File: src/rtl/thor2024_rf_wrbuf.sv
// Commit write buffer in front of the register-file RAM write port: two in-order
// pushes per clock, one RAM write per clock, byte-granular forwarding of in-flight writes.
module thor2024_rf_wrbuf #(
    parameter int WID  = 64,
    parameter int DEP  = 256,
    parameter int QDEP = 8,
    localparam int AW  = $clog2(DEP),
    localparam int BW  = WID / 8,
    localparam int PW  = $clog2(QDEP),
    localparam int CW  = PW + 1
) (
    input  logic            clk,
    input  logic            rst_n,
    input  logic            wr0_v,
    input  logic [AW-1:0]   wr0_addr,
    input  logic [WID-1:0]  wr0_data,
    input  logic [BW-1:0]   wr0_be,
    input  logic            wr1_v,
    input  logic [AW-1:0]   wr1_addr,
    input  logic [WID-1:0]  wr1_data,
    input  logic [BW-1:0]   wr1_be,
    output logic            wr_rdy,
    output logic            ram_ena,
    output logic [BW-1:0]   ram_wea,
    output logic [AW-1:0]   ram_addra,
    output logic [WID-1:0]  ram_dina,
    input  logic [AW-1:0]   fwd_addr,
    output logic            fwd_hit,
    output logic [BW-1:0]   fwd_be,
    output logic [WID-1:0]  fwd_data,
    output logic [CW-1:0]   count,
    output logic            ovf
);

    localparam logic [PW-1:0] ONE_P = PW'(1);

    logic [AW-1:0]  addr_q [QDEP];
    logic [WID-1:0] data_q [QDEP];
    logic [BW-1:0]  be_q   [QDEP];

    logic [CW-1:0]  count_q, count_d;
    logic [PW-1:0]  head_q, head_d, tail_q, tail_d, tail1_s;
    logic           ovf_q, ovf_d;
    logic           ram_ena_q;
    logic [BW-1:0]  ram_wea_q;
    logic [AW-1:0]  ram_addra_q;
    logic [WID-1:0] ram_dina_q;

    logic           p0_s, p1_s, push0_s, push1_s, drop_s, pop_s, wr_rdy_s;
    logic [CW-1:0]  npush_s;

    // Push/pop decisions; a push into an empty queue is not popped in the same cycle.
    always_comb begin
        p0_s     = wr0_v && (wr0_be != {BW{1'b0}});
        p1_s     = wr1_v && (wr1_be != {BW{1'b0}});
        wr_rdy_s = (count_q <= CW'(QDEP - 2));
        push0_s  = p0_s && wr_rdy_s;
        push1_s  = p1_s && wr_rdy_s;
        drop_s   = (p0_s || p1_s) && !wr_rdy_s;
        pop_s    = (count_q != {CW{1'b0}});
        tail1_s  = push0_s ? tail_q + ONE_P : tail_q;
        npush_s  = CW'(push0_s) + CW'(push1_s);
        count_d  = count_q + npush_s - CW'(pop_s);
        head_d   = pop_s ? head_q + ONE_P : head_q;
        tail_d   = tail_q + npush_s[PW-1:0];
        ovf_d    = ovf_q | drop_s;
    end

    // Pointer, occupancy and sticky overflow state.
    always_ff @(posedge clk or negedge rst_n) begin
        if (!rst_n) begin
            count_q <= {CW{1'b0}};
            head_q  <= {PW{1'b0}};
            tail_q  <= {PW{1'b0}};
            ovf_q   <= 1'b0;
        end else begin
            count_q <= count_d;
            head_q  <= head_d;
            tail_q  <= tail_d;
            ovf_q   <= ovf_d;
        end
    end

    // Queue storage; slot 1 lands right behind slot 0 when both push.
    always_ff @(posedge clk or negedge rst_n) begin
        if (!rst_n) begin
            for (int k = 0; k < QDEP; k++) begin
                addr_q[k] <= {AW{1'b0}};
                data_q[k] <= {WID{1'b0}};
                be_q[k]   <= {BW{1'b0}};
            end
        end else begin
            if (push0_s) begin
                addr_q[tail_q] <= wr0_addr;
                data_q[tail_q] <= wr0_data;
                be_q[tail_q]   <= wr0_be;
            end
            if (push1_s) begin
                addr_q[tail1_s] <= wr1_addr;
                data_q[tail1_s] <= wr1_data;
                be_q[tail1_s]   <= wr1_be;
            end
        end
    end

    // RAM port registers; address and data hold while idle.
    always_ff @(posedge clk or negedge rst_n) begin
        if (!rst_n) begin
            ram_ena_q   <= 1'b0;
            ram_wea_q   <= {BW{1'b0}};
            ram_addra_q <= {AW{1'b0}};
            ram_dina_q  <= {WID{1'b0}};
        end else if (pop_s) begin
            ram_ena_q   <= 1'b1;
            ram_wea_q   <= be_q[head_q];
            ram_addra_q <= addr_q[head_q];
            ram_dina_q  <= data_q[head_q];
        end else begin
            ram_ena_q   <= 1'b0;
            ram_wea_q   <= {BW{1'b0}};
        end
    end

    logic [BW-1:0]  fbe_s;
    logic [WID-1:0] fdat_s;
    logic [PW-1:0]  idx_s;
    logic           live_s;

    // Forwarding: walk candidates oldest to youngest so younger bytes overwrite older ones.
    always_comb begin
        fbe_s  = {BW{1'b0}};
        fdat_s = {WID{1'b0}};
        idx_s  = head_q;
        live_s = ram_ena_q && (ram_addra_q == fwd_addr);
        for (int i = 0; i < BW; i++) begin
            fbe_s[i]        = (live_s && ram_wea_q[i]) ? 1'b1 : fbe_s[i];
            fdat_s[i*8 +: 8] = (live_s && ram_wea_q[i]) ? ram_dina_q[i*8 +: 8] : fdat_s[i*8 +: 8];
        end
        for (int k = 0; k < QDEP; k++) begin
            idx_s  = head_q + PW'(k);
            live_s = (CW'(k) < count_q) && (addr_q[idx_s] == fwd_addr);
            for (int i = 0; i < BW; i++) begin
                fbe_s[i]         = (live_s && be_q[idx_s][i]) ? 1'b1 : fbe_s[i];
                fdat_s[i*8 +: 8] = (live_s && be_q[idx_s][i]) ? data_q[idx_s][i*8 +: 8] : fdat_s[i*8 +: 8];
            end
        end
    end

    assign wr_rdy    = wr_rdy_s;
    assign ram_ena   = ram_ena_q;
    assign ram_wea   = ram_wea_q;
    assign ram_addra = ram_addra_q;
    assign ram_dina  = ram_dina_q;
    assign fwd_be    = fbe_s;
    assign fwd_hit   = |fbe_s;
    assign fwd_data  = fdat_s;
    assign count     = count_q;
    assign ovf       = ovf_q;

endmodule

File: config.mk
export PLATFORM = sky130hd
export DESIGN_NAME = thor2024_rf_wrbuf
export DESIGN_NICKNAME = d
export VERILOG_FILES = /design/src/rtl/thor2024_rf_wrbuf.sv
export SDC_FILE = /design/constraint.sdc
export NUM_CORES = 2
export LEC_CHECK = 0
export ABC_CLOCK_PERIOD_IN_PS = 5300
export BUFFER_PORTS_ARGS = -buffer_cell sky130_fd_sc_hd__buf_2
export CAP_MARGIN = 20
export CORE_MARGIN = 3
export CORE_UTILIZATION = 60
export DETAILED_ROUTE_END_ITERATION = 10
export PLACE_DENSITY_LB_ADDON = 0.12
export SLEW_MARGIN = 20
export SYNTH_ARGS = -nofsm -noshare
export SYNTH_HDL_FRONTEND = slang
export SYNTH_SLANG_ARGS = --single-unit
File: constraint.sdc
create_clock -name clk -period 5.3 [get_ports clk]
set_clock_uncertainty 0.15 [all_clocks]
set_input_delay 0 -clock clk [delete_from_list [all_inputs] [get_ports clk]]
set_output_delay 0 -clock clk [all_outputs]
set_load 0.02 [all_outputs]
==> results.cfg <==
[power]
p_leak_nw = 31.2
finalPower_mw = 57.5
p_switching_mw = 27.2
pwr-share-comb = 0.676
clkPwrFrac = 0.110
p_seq_frac = 0.214
switching_share = 0.474
cell_internal_pwr_mw = 30.2
vdd_ir_drop_max_mv = 0.631
powerDensity_nw_per_um2 = 788

[route]
drt-total-wl_mm = 238
via_count = 59100
viasPerCell = 7.14
avgRoutedWirePerCell_um = 28.7
drt-initial-drc-count = 8154
first_pass_iters = 7
ant_nets = 0
drc = 0

[floorplan]
ios = 332
start_util = 0.609
die_w_um = 331
fp.coreArea_sq_um = 104000
die_area_sq_um = 110000
num_rows = 118
dieHeight_um = 331

[place]
pre_cts_slack_ps = -333
dp_hpwl_mm = 148
place.gp.congestion = 0.980
place_area_sq_um = 66000
portBuffers = 331

[final_layout]
fill_cells = 7948
layout-drive-gt1-share = 0.225
nNetsFinal = 7007
final_area_sq_um = 73000
syn_to_final_growth_pct = 14.9

[clock_tree]
h-tree-depth = 3
clkTransAtPathRegs_ps = 70
cts_buffers = 87
clk_root_buffer_cell = clkbuf_16
cts_buffer_depth = 3
cts.sinks = 732
clk_latency_ps = 700
cts_tree = done

[critical_path]
path_depth = 13
crit_type = register to output port
worstPathMaxFanout = 13
cp_data_arrival_time_ps = 5250
critPathTopFamily = simple AND/OR/NAND/NOR gates
end_kind = output port
required_ps = 5150
reg2reg_depth = 10
crit_buf_inv = 3
slowest_delay_ps = 560
slowest_stage = or4_4
startpoint_type = register
cp_cell_sequence = buf_4 > clkbuf_16 > mux4_2 > xnor2_1 > nand3_1 > nand2_1 > nand4_1 > o31a_1 > nand4_1 > nand4bb_4 > or4_4 > or4_4 > buf_6

[logic_synthesis]
avgSynthCellArea_sq_um = 9.66
muxShareOfSynthArea = 0.389
synth.largest_area_cell = dfrtp_1
synth_adder_area_share = 0.00300
netlist.area_leader.share = 0.289
synth_ff_type = dfrtp_1
synth_area_sq_um = 63500
synthArstFlopShare = 1.00
synth_edf_count = 0
synth_xor_xnor_area_share = 0.0144
yosys.area_share.simple = 0.135
synth_compound_gate_area_share = 0.117
ys_ff_latch = 732
synth_nets = 6756
synth_top_family_by_area = multiplexers
yosys.cell_types.count = 94
synthCells = 6570
yosys_warnings = 0
yosys.cell_count.top_type = nand2_1
yosys-top-cells-area = dfrtp_1, mux4_2, mux2i_1, nand2_1, a21oi_1
synth.yosys.seq_area_share = 0.289
ys_top_cells_by_count = nand2_1, mux2i_1, dfrtp_1, nor2_1, mux4_2

[timing]
setup_viol = 3
min_period_ps = 5400
slew_headroom = 0.207
period_share = 1.02
rsz0062_at_grt = yes
finalHoldViolations = 0
drv_slew = 0
worstMarginPinSlew_ps = 1190
layout_setup_ws_ps = -98.5
final.hold.worst_slack_ps = 28.4
fmax_mhz = 185

[global_route]
grt_pass1_wl_mm = 357
antenna_found_initial = 13
grt_usage = 0.422
overflow = 0
grt_max_degree = 161
grt_pass1_vias = 56700

[outcome]
status = complete, but fails checks
violations = setup timing

[worst_hold_path]
hold_class = input pin to register
min_path_cells = 4

[job]
max_cap_viol_count = 0
## cell type report
type | instances | area, sq um | area share
clock buffers | 118 | 2460 | 0.0338
repair buffers | 893 | 7550 | 0.104
well taps | 1380 | 1730 | 0.0237
multi-input cells | 5078 | 42200 | 0.579
diodes | 12 | 30.0 | 0.000412
inverters | 29 | 123 | 0.00168
flip-flops and latches | 732 | 18300 | 0.251
clock inverters | 40 | 482 | 0.00660
## sequential cells by signal, summed over array words and instances, names as in the netlist
name	cells
addr_q	64
ram_addra	8
head_q	3
count	4
ram_ena	1
ram_wea	8
tail_q	3
data_q	512
be_q	64
ram_dina	64
ovf	1
## timing repair
item,in CTS,in global routing
endpoints found under the hold margin,1126,0
pin swaps,13,20
hold buffers,271,0
gates resized for setup,58,52
buffers inserted,22,30
gates cloned,6,3
endpoints found under the setup margin,71,63
## path summary, 6_finish.rpt
kind	from	to	slack [ps]
max reg2reg	count[3]	addr_q[2]	550
min in group asynchronous	rst_n	addr_q[61]	430
max in group asynchronous	rst_n	data_q[127]	3620
min reg2reg	ovf	ovf	350
min	wr1_data[25]	data_q[25]	30
max	head_q[0]	fwd_hit	-100
## placed cells by master, fill, tap and decap left out, drive strengths merged, types with 13 or more instances in the layout
master,instances
a211oi,33
a21o,22
a21oi,518
a221oi,22
a311oi,36
a31oi,40
a32o,16
and2,22
and3,35
buf,615
clkbuf,121
clkinv,24
dfrtp,732
dlygate4sd3,270
inv,29
mux2,37
mux2i,982
mux4,641
nand2,1056
nand3,97
nand4,37
nor2,646
nor3,51
nor3b,18
o21ai,413
o221ai,49
o22ai,23
o311ai,14
or2,13
xnor2,71
xor2,25
## metal layers
layer / wire (um) / global-route usage / vias up / part of all wire
met5: 69 / 0.00347 / - / 0.00029
met2: 103000 / 0.622 / 4336 / 0.43
met3: 33900 / 0.128 / 958 / 0.14
met4: 15000 / 0.229 / 4 / 0.063
li1: - / - / 24900 / -
met1: 85600 / 0.562 / 29000 / 0.36
## through the flow
step	util	TNS, ps	cells
3_3_place_gp	0.633	-1330	7780
5_1_grt	0.700	-57.4	8277
4_1_cts	0.694	-19.5	8237
3_5_place_dp	0.633	-3900	7780
6_report	0.700	-163	8282
2_1_floorplan	-	0	6570
## kinds of logic after synthesis
group                      count (synthesis)
xor gates and xnor gates                  96
muxes                                   1660
DFF                                      732
and+or+nand+nor                         2043
AOI/OAI and AO/OA                       1264
adders and majority gates                 14
buffers and inverters                    761
## worst reg2reg max path: stages (launching register included)
cell and delay (ps):
dfrtp_1 370, inv_1 240, ha_2 410, a21oi_1 250, nor2_1 410, nand2_1 180
xnor2_1 680, and2_4 760, buf_4 440, o21ai_0 170, dlygate4sd3_1 590
## power groups by stage
stage	clock, mW	combinational (mW)	sequential (mW)
2_1_floorplan	0	27.8	11.0
3_3_place_gp	0	35.0	11.8
3_5_place_dp	0	35.6	12.1
4_1_cts	6.36	37.3	12.1
5_1_grt	6.59	41.5	12.6
6_report	6.33	38.8	12.3
(Power assumes the default switching activity.)
